$ cat config.mk
export PLATFORM = sky130hd
export DESIGN_NAME = fetch_stage_flat
export DESIGN_NICKNAME = d
export VERILOG_FILES = /design/src/rtl/fetch_stage_if.sv /design/src/rtl/fetch_stage.sv /design/src/flat_wrapper.sv
export SDC_FILE = /design/constraint.sdc
export NUM_CORES = 1
export LEC_CHECK = 0
export CORE_MARGIN = 2
export CORE_UTILIZATION = 43
export CTS_CLUSTER_DIAMETER = 200
export DETAILED_ROUTE_END_ITERATION = 16
export PLACE_DENSITY = 0.77
export SYNTH_ARGS = -nofsm -noshare
export SYNTH_HDL_FRONTEND = slang
export SYNTH_SLANG_ARGS = --single-unit
$ cat constraint.sdc
create_clock -name clk -period 2.5 [get_ports clk]
set_clock_uncertainty 0.2 [all_clocks]
set_input_delay 0.5 -clock clk [delete_from_list [all_inputs] [get_ports clk]]
set_output_delay 0.5 -clock clk [all_outputs]
set_load 0.03 [all_outputs]
$ cat src/rtl/fetch_stage_if.sv
// Fetch-stage bus: instruction-memory port, hazard/redirect controls and IF/ID outputs.
interface fetch_stage_if;
  logic        hazard;
  logic        branch_taken;
  logic [31:0] branch_target;
  logic [31:0] instr_in;
  logic [31:0] pc;
  logic [31:0] id_pc;
  logic [31:0] id_instr;
  logic        id_valid;
  logic        misalign;
  logic [15:0] stall_cnt;
  logic [15:0] flush_cnt;

  modport master (
    output hazard, branch_taken, branch_target, instr_in,
    input  pc, id_pc, id_instr, id_valid, misalign, stall_cnt, flush_cnt
  );

  modport slave (
    input  hazard, branch_taken, branch_target, instr_in,
    output pc, id_pc, id_instr, id_valid, misalign, stall_cnt, flush_cnt
  );
endinterface

$ cat src/rtl/fetch_stage.sv
// Instruction fetch stage: PC generation, IF/ID register, stall/redirect handling and event counters.
module fetch_stage #(
  parameter logic [31:0] RESET_PC  = 32'h0000_0000,
  parameter logic [31:0] NOP_INSTR = 32'h0000_0013
) (
  input logic          clk,
  input logic          reset,
  fetch_stage_if.slave bus
);
  typedef enum logic {BOOT, RUN} state_t;

  state_t      state;
  logic [31:0] pc_q;
  logic [31:0] id_pc_q;
  logic [31:0] id_instr_q;
  logic        id_valid_q;
  logic        misalign_q;
  logic [15:0] stall_cnt_q;
  logic [15:0] flush_cnt_q;

  always_ff @(posedge clk) begin
    if (reset) begin
      state       <= BOOT;
      pc_q        <= RESET_PC;
      id_pc_q     <= '0;
      id_instr_q  <= NOP_INSTR;
      id_valid_q  <= 1'b0;
      misalign_q  <= 1'b0;
      stall_cnt_q <= '0;
      flush_cnt_q <= '0;
    end else begin
      misalign_q <= 1'b0;
      case (state)
        BOOT: begin
          // First word is fetched unconditionally; controls are not yet meaningful.
          state      <= RUN;
          id_pc_q    <= RESET_PC;
          id_instr_q <= bus.instr_in;
          id_valid_q <= 1'b1;
          pc_q       <= RESET_PC + 32'd4;
        end
        RUN: begin
          if (bus.branch_taken) begin
            pc_q       <= {bus.branch_target[31:2], 2'b00};
            id_pc_q    <= '0;
            id_instr_q <= NOP_INSTR;
            id_valid_q <= 1'b0;
            misalign_q <= |bus.branch_target[1:0];
            if (flush_cnt_q != '1) flush_cnt_q <= flush_cnt_q + 16'd1;
          end else if (bus.hazard) begin
            if (stall_cnt_q != '1) stall_cnt_q <= stall_cnt_q + 16'd1;
          end else begin
            pc_q       <= pc_q + 32'd4;
            id_pc_q    <= pc_q;
            id_instr_q <= bus.instr_in;
            id_valid_q <= 1'b1;
          end
        end
        default: state <= BOOT;
      endcase
    end
  end

  assign bus.pc        = pc_q;
  assign bus.id_pc     = id_pc_q;
  assign bus.id_instr  = id_instr_q;
  assign bus.id_valid  = id_valid_q;
  assign bus.misalign  = misalign_q;
  assign bus.stall_cnt = stall_cnt_q;
  assign bus.flush_cnt = flush_cnt_q;
endmodule

$ cat src/flat_wrapper.sv
// flat-port wrapper written by rule: the top's interface ports become plain ports
module fetch_stage_flat 
#(
  parameter logic [31:0] RESET_PC  = 32'h0000_0000,
  parameter logic [31:0] NOP_INSTR = 32'h0000_0013
)
  (clk, reset, bus_hazard, bus_branch_taken, bus_branch_target, bus_instr_in, bus_pc, bus_id_pc, bus_id_instr, bus_id_valid, bus_misalign, bus_stall_cnt, bus_flush_cnt);
  fetch_stage_if bus_i ();
  input logic clk;
  input logic reset;
  input wire logic [$bits(bus_i.hazard)-1:0] bus_hazard;
  input wire logic [$bits(bus_i.branch_taken)-1:0] bus_branch_taken;
  input wire logic [$bits(bus_i.branch_target)-1:0] bus_branch_target;
  input wire logic [$bits(bus_i.instr_in)-1:0] bus_instr_in;
  output wire logic [$bits(bus_i.pc)-1:0] bus_pc;
  output wire logic [$bits(bus_i.id_pc)-1:0] bus_id_pc;
  output wire logic [$bits(bus_i.id_instr)-1:0] bus_id_instr;
  output wire logic [$bits(bus_i.id_valid)-1:0] bus_id_valid;
  output wire logic [$bits(bus_i.misalign)-1:0] bus_misalign;
  output wire logic [$bits(bus_i.stall_cnt)-1:0] bus_stall_cnt;
  output wire logic [$bits(bus_i.flush_cnt)-1:0] bus_flush_cnt;
  assign bus_i.hazard = bus_hazard;
  assign bus_i.branch_taken = bus_branch_taken;
  assign bus_i.branch_target = bus_branch_target;
  assign bus_i.instr_in = bus_instr_in;
  assign bus_pc = bus_i.pc;
  assign bus_id_pc = bus_i.id_pc;
  assign bus_id_instr = bus_i.id_instr;
  assign bus_id_valid = bus_i.id_valid;
  assign bus_misalign = bus_i.misalign;
  assign bus_stall_cnt = bus_i.stall_cnt;
  assign bus_flush_cnt = bus_i.flush_cnt;
  fetch_stage #(.RESET_PC(RESET_PC), .NOP_INSTR(NOP_INSTR)) u_core (.clk(clk), .reset(reset), .bus(bus_i));
endmodule
* Word level (Yosys, flattened, before mapping)
Cells that the tools add are included.
** Cells by class
- $add $sub $neg :: 3
- Equality and inequality tests :: 3
- Mux-type cells :: 13
- Bitwise gates (word level) :: 2
- Reductions and logical operators :: 4
** Operator list (count)
- 32-bit two-way mux :: 6
- 32-bit case mux with 2 select lines :: 3
- 16-bit by 1-bit adder with 16-bit output, second input constant :: 2
- 32-bit by 3-bit adder with 32-bit output, second input constant :: 1
- 16-bit inequality test, second input constant :: 2
- 4-bit AND reduction :: 1
- 1-bit two-way mux :: 3
- 3-bit inequality test, second input constant :: 1
- 3-bit AND reduction :: 1
- 3-bit OR reduction :: 1
- 1-bit NOT :: 2
- 1-bit case mux with 2 select lines :: 1
- 2-bit OR reduction :: 1
** Storage, ports and cells
- Register bits after elaboration :: 131
- Bits of input ports :: 68
- Word-level logic and storage cells :: 33

* Logic depth before layout (Yosys ltp)
Gate-level depths: netlist of run 1.
- Depth after elaboration :: 4
- Gate-level depth with buffers :: 8
- Depth with buffers taken out :: 6

* Worst setup path after synthesis of run 1
No wires, ideal clock.
- Kind :: reg2reg
- Start :: register u_core.pc_q[13], in the netlist u_core.bus.pc[13]
- End :: register u_core.pc_q[20], in the netlist u_core.bus.pc[20]
- Setup time :: 0.074 ns
- Data arrival time :: 1.979 ns
- Data required time :: 2.226 ns
- Setup slack :: 0.246 ns
- Stages on the path, launching flop included :: 6
- Path buffers :: 0
- Cell sequence :: dfxtp_1 nand4_4 or2_4 or3_4 or4_1 a31oi_1
** On the way
- Longest elaborated chain between the ends :: 4
** RTL lines
- from (decl) :: line fetch_stage.sv:13 : logic [31:0] pc_q;
- from (signal assigned) :: line fetch_stage.sv:40 : pc_q <= RESET_PC + 32'd4;
- from (signal assigned) :: line fetch_stage.sv:44 : pc_q <= {bus.branch_target[31:2], 2'b00};
- from (signal assigned) :: line fetch_stage.sv:53 : pc_q <= pc_q + 32'd4;
- 32-bit by 3-bit adder with 32-bit output :: line fetch_stage.sv:53
- 32-bit two-way mux :: line fetch_stage.sv:50 : end else if (bus.hazard) begin
- 32-bit two-way mux :: line fetch_stage.sv:43 : if (bus.branch_taken) begin
- 32-bit case mux with 2 select lines :: line fetch_stage.sv:33 : case (state)
Every way passes these cells. The select of a mux whose other input is x is not followed.
A chain may end at the register's enable or synchronous reset.

* Worst setup path after layout of run 1
- Start :: register u_core.pc_q[11], in the netlist u_core.bus.pc[11]
- End :: output bus_pc[11]
** RTL lines
- to (decl) :: line flat_wrapper.sv:15 : output wire logic [$bits(bus_i.pc)-1:0] bus_pc;
No word-level cell between the ends.

==> results.ini, run 1 <==
[layout]
layout.filler_cells = 1028
diodes = 0
area_delta_synth_final_pct = 51.7
register_area_mm2 = 0.00256
drive_gt1_share_pct = 9.59
multi_input_area_mm2 = 0.00279
layout.nets = 914

[clock_tree]
path_clk_slew_ns = 0.06
cts_tree = yes
postCtsSetupRepairBufs = 0
cts_buffer_depth = 2
clkLatencyLatePin_ns = 0.43
ctsHtreeMaxLevel = 4
cts.repair.resized = 0
ctsHoldBuffers = 0
cts_buffers = 17
cts.sinks = 128
root_buffer = clkbuf_16

[worst_setup_path]
crit_path_end_kind = output port
cp_top_family = buffers and inverters
critPathLaunchType = flip-flop
path_cells = clkdlybuf4s50_1
required_ns = 1.80
slowest_stage = clkdlybuf4s50_1
crit_fanout = 9
arrival_ns = 1.74
crit_path_max_incr_delay_ns = 0.75
crit_type = reg2out
critPathBufInv = 1

[place]
place_congestion = 0.930
dpl.hpwl_um = 12800
io_buffer_count = 195
dp_slack_ns = -0.147

[grt]
grt-ovfl-total = 0
grt_pass1_wl_um = 28800
grt.total_usage_pct = 25.8
grt_antenna_before_repair = 0
grt_pass1_vias = 5678
grt_max_degree = 80

[detailed_routing]
routedWlPerCell_um = 17.5
dr.pass1.iters = 6
route.vias.total = 5777
routed_via_density = 5.63
drt_iter0_drc = 393
drtAntennaViolNets = 0
wl_um = 17900
drc = 0

[synthesis]
ys.flop_type = dfxtp_1
ys_seq_area_share_pct = 45.9
synth_area_mm2 = 0.00558
synthDistinctLibCells = 55
synth_edf_count = 0
async_flop_share_pct = 0
yosys_warnings = 0
synthCells = 641
synth-seq-cells = 128
syn_avg_cell_area_um2 = 8.71

[timing]
finalHoldViolCount = 0
layout_setup_ws_ns = 0.0618
timing.final.crit_share_pct = 97.5
slew_violations = 0
fin_crit_ns = 2.44
max_freq_mhz = 410
slew_headroom_pct = 63.3
hold_ws_ns = 0.239
rsz0062_at_grt = false
setup_viol = 0
worst_pin_slew_ns = 0.549

[floorplan]
die_area_mm2 = 0.0139
die_w_um = 118
ios = 198
start_util_pct = 44.1
die_height_um = 118
rows = 41
core_area_mm2 = 0.0127

[power_and_ir_drop]
vdd_drop_max_mv = 0.326
power.leakage_uw = 0.00305
cellPowerDensity_mw_per_mm2 = 619

[worst_hold_path]
hp-class = in2reg

[run_status]
status = finished, final reports clean

[job]
cap_viol_max_count = 0

-- synthesized netlist by cell type (4+ instances only) --
cell type / count / area, um^2
dfxtp_1: 128 / 2560
nor2_1: 107 / 402
a22oi_1: 58 / 435
clkbuf_1: 42 / 158
a21oi_1: 32 / 160
nand2_1: 28 / 105
xnor2_1: 22 / 193
nand4_1: 21 / 131
nand3_1: 20 / 100
o21ai_0: 20 / 100
xor2_1: 15 / 131
nor3_1: 12 / 60.1
nor4_1: 12 / 75.1
and3_1: 9 / 56.3
a211oi_1: 8 / 60.1
inv_1: 8 / 30.0
nor2b_1: 7 / 43.8
and4_1: 6 / 52.6
mux2i_1: 6 / 60.1
a31oi_1: 4 / 25.0
o311ai_0: 4 / 35.0
-- per-stage QoR --
step | instance area, um^2 | power [uW] | TNS, ns | std cells | util (%)
2_1_floorplan | 5590 | 2480 | 0 | 642 | -
6_report | 8470 | 5240 | 0 | 1027 | 66.8
3_3_place_gp | 7870 | 2780 | -0.453 | 996 | 62.1
3_5_place_dp | 7870 | 2790 | -3.50 | 996 | 62.1
5_1_grt | 8470 | 5410 | 0 | 1027 | 66.8
4_1_cts | 8470 | 5270 | 0 | 1027 | 66.8
-- metal layers --
metal,global-route usage [%],wire [um],vias to the layer above
met3,9.01,1780,36
met5,0,0,-
met2,43.4,8520,320
met4,11.7,458,0
li1,-,-,2744
met1,29.5,7170,2677
-- sequential cells by signal, indices dropped and copies added (netlist names) --
name	cells
u_core.bus.flush_cnt	16
u_core.bus.id_instr	32
u_core.bus.id_pc	31
u_core.bus.id_valid	1
u_core.bus.misalign	1
u_core.bus.pc	30
u_core.bus.stall_cnt	16
u_core.state	1
-- layout make-up --
class / count / area share [%]
inverter: 9 / 0.399
tap: 172 / 2.54
timing repair buffer: 233 / 26.8
sequential: 128 / 30.3
clock buffer: 26 / 6.13
clock inverter: 5 / 0.887
multi-input combinational: 454 / 32.9
-- final timing paths --
path / from / to / slack [ns] / cells past startpoint
min: reset / u_core.bus.id_pc[13]$_SDFFE_PP0P_ / 0.24 / 2
min reg2reg: u_core.bus.flush_cnt[5]$_SDFFE_PP0P_ / u_core.bus.flush_cnt[5]$_SDFFE_PP0P_ / 0.29 / 1
max: u_core.bus.pc[11]$_SDFFE_PP0P_ / bus_pc[11] / 0.06 / 1
max reg2reg: u_core.bus.pc[9]$_SDFFE_PP0P_ / u_core.bus.pc[21]$_SDFFE_PP0P_ / 0.23 / 5
-- placed cells by master, fill, tap and decap left out, types with 4 or more instances in the layout --
| cell type | netlist | final |
|---|---|---|
| clkdlybuf4s50_1 | 0 | 194 |
| dfxtp_1 | 128 | 128 |
| nor2_1 | 107 | 107 |
| a22oi_1 | 58 | 58 |
| buf_4 | 3 | 36 |
| a21oi_1 | 32 | 32 |
| nand2_1 | 28 | 28 |
| xnor2_1 | 22 | 22 |
| nand4_1 | 21 | 21 |
| nand3_1 | 20 | 20 |
| o21ai_0 | 20 | 19 |
| clkbuf_16 | 0 | 17 |
| xor2_1 | 15 | 15 |
| nor3_1 | 12 | 12 |
| nor4_1 | 12 | 12 |
| and3_1 | 9 | 9 |
| inv_1 | 8 | 8 |
| a211oi_1 | 8 | 8 |
| nor2b_1 | 7 | 7 |
| mux2i_1 | 6 | 6 |
| and4_1 | 6 | 6 |
| clkbuf_8 | 0 | 6 |
| a31oi_1 | 4 | 4 |
| o311ai_0 | 4 | 4 |
-- cells by family (layout without fill, tap and decap cells) --
group / after synthesis / in the layout / share of synthesized area, %
AOI/OAI and AO/OA: 155 / 155 / 19.0
xor gates and xnor gates: 37 / 37 / 5.81
adders and majority gates: 3 / 3 / 0.673
buffers and inverters: 60 / 273 / 4.30
DFF: 128 / 128 / 45.9
muxes: 9 / 9 / 1.68
other: 1 / 2 / 0.0672
and+or+nand+nor: 248 / 248 / 22.6
-- report_power, final --
group	switching (uW)	internal [uW]	leakage, uW	total [uW]
clock network	871	1620	0.000296	2490
registers	58.9	2100	0.00104	2160
logic	324	275	0.00171	599
Power figures use the tool's default switching activity.
==> run 2, diff against run 1 <==
--- a/config.mk
+++ b/config.mk
@@ -5,6 +5,7 @@
 export SDC_FILE = /design/constraint.sdc
 export NUM_CORES = 1
 export LEC_CHECK = 0
+export CAP_MARGIN = 15
 export CORE_MARGIN = 2
 export CORE_UTILIZATION = 43
 export CTS_CLUSTER_DIAMETER = 200
==> results of run 2 <==
No change in the layout: final DEF, timing and power equal those of run 1.
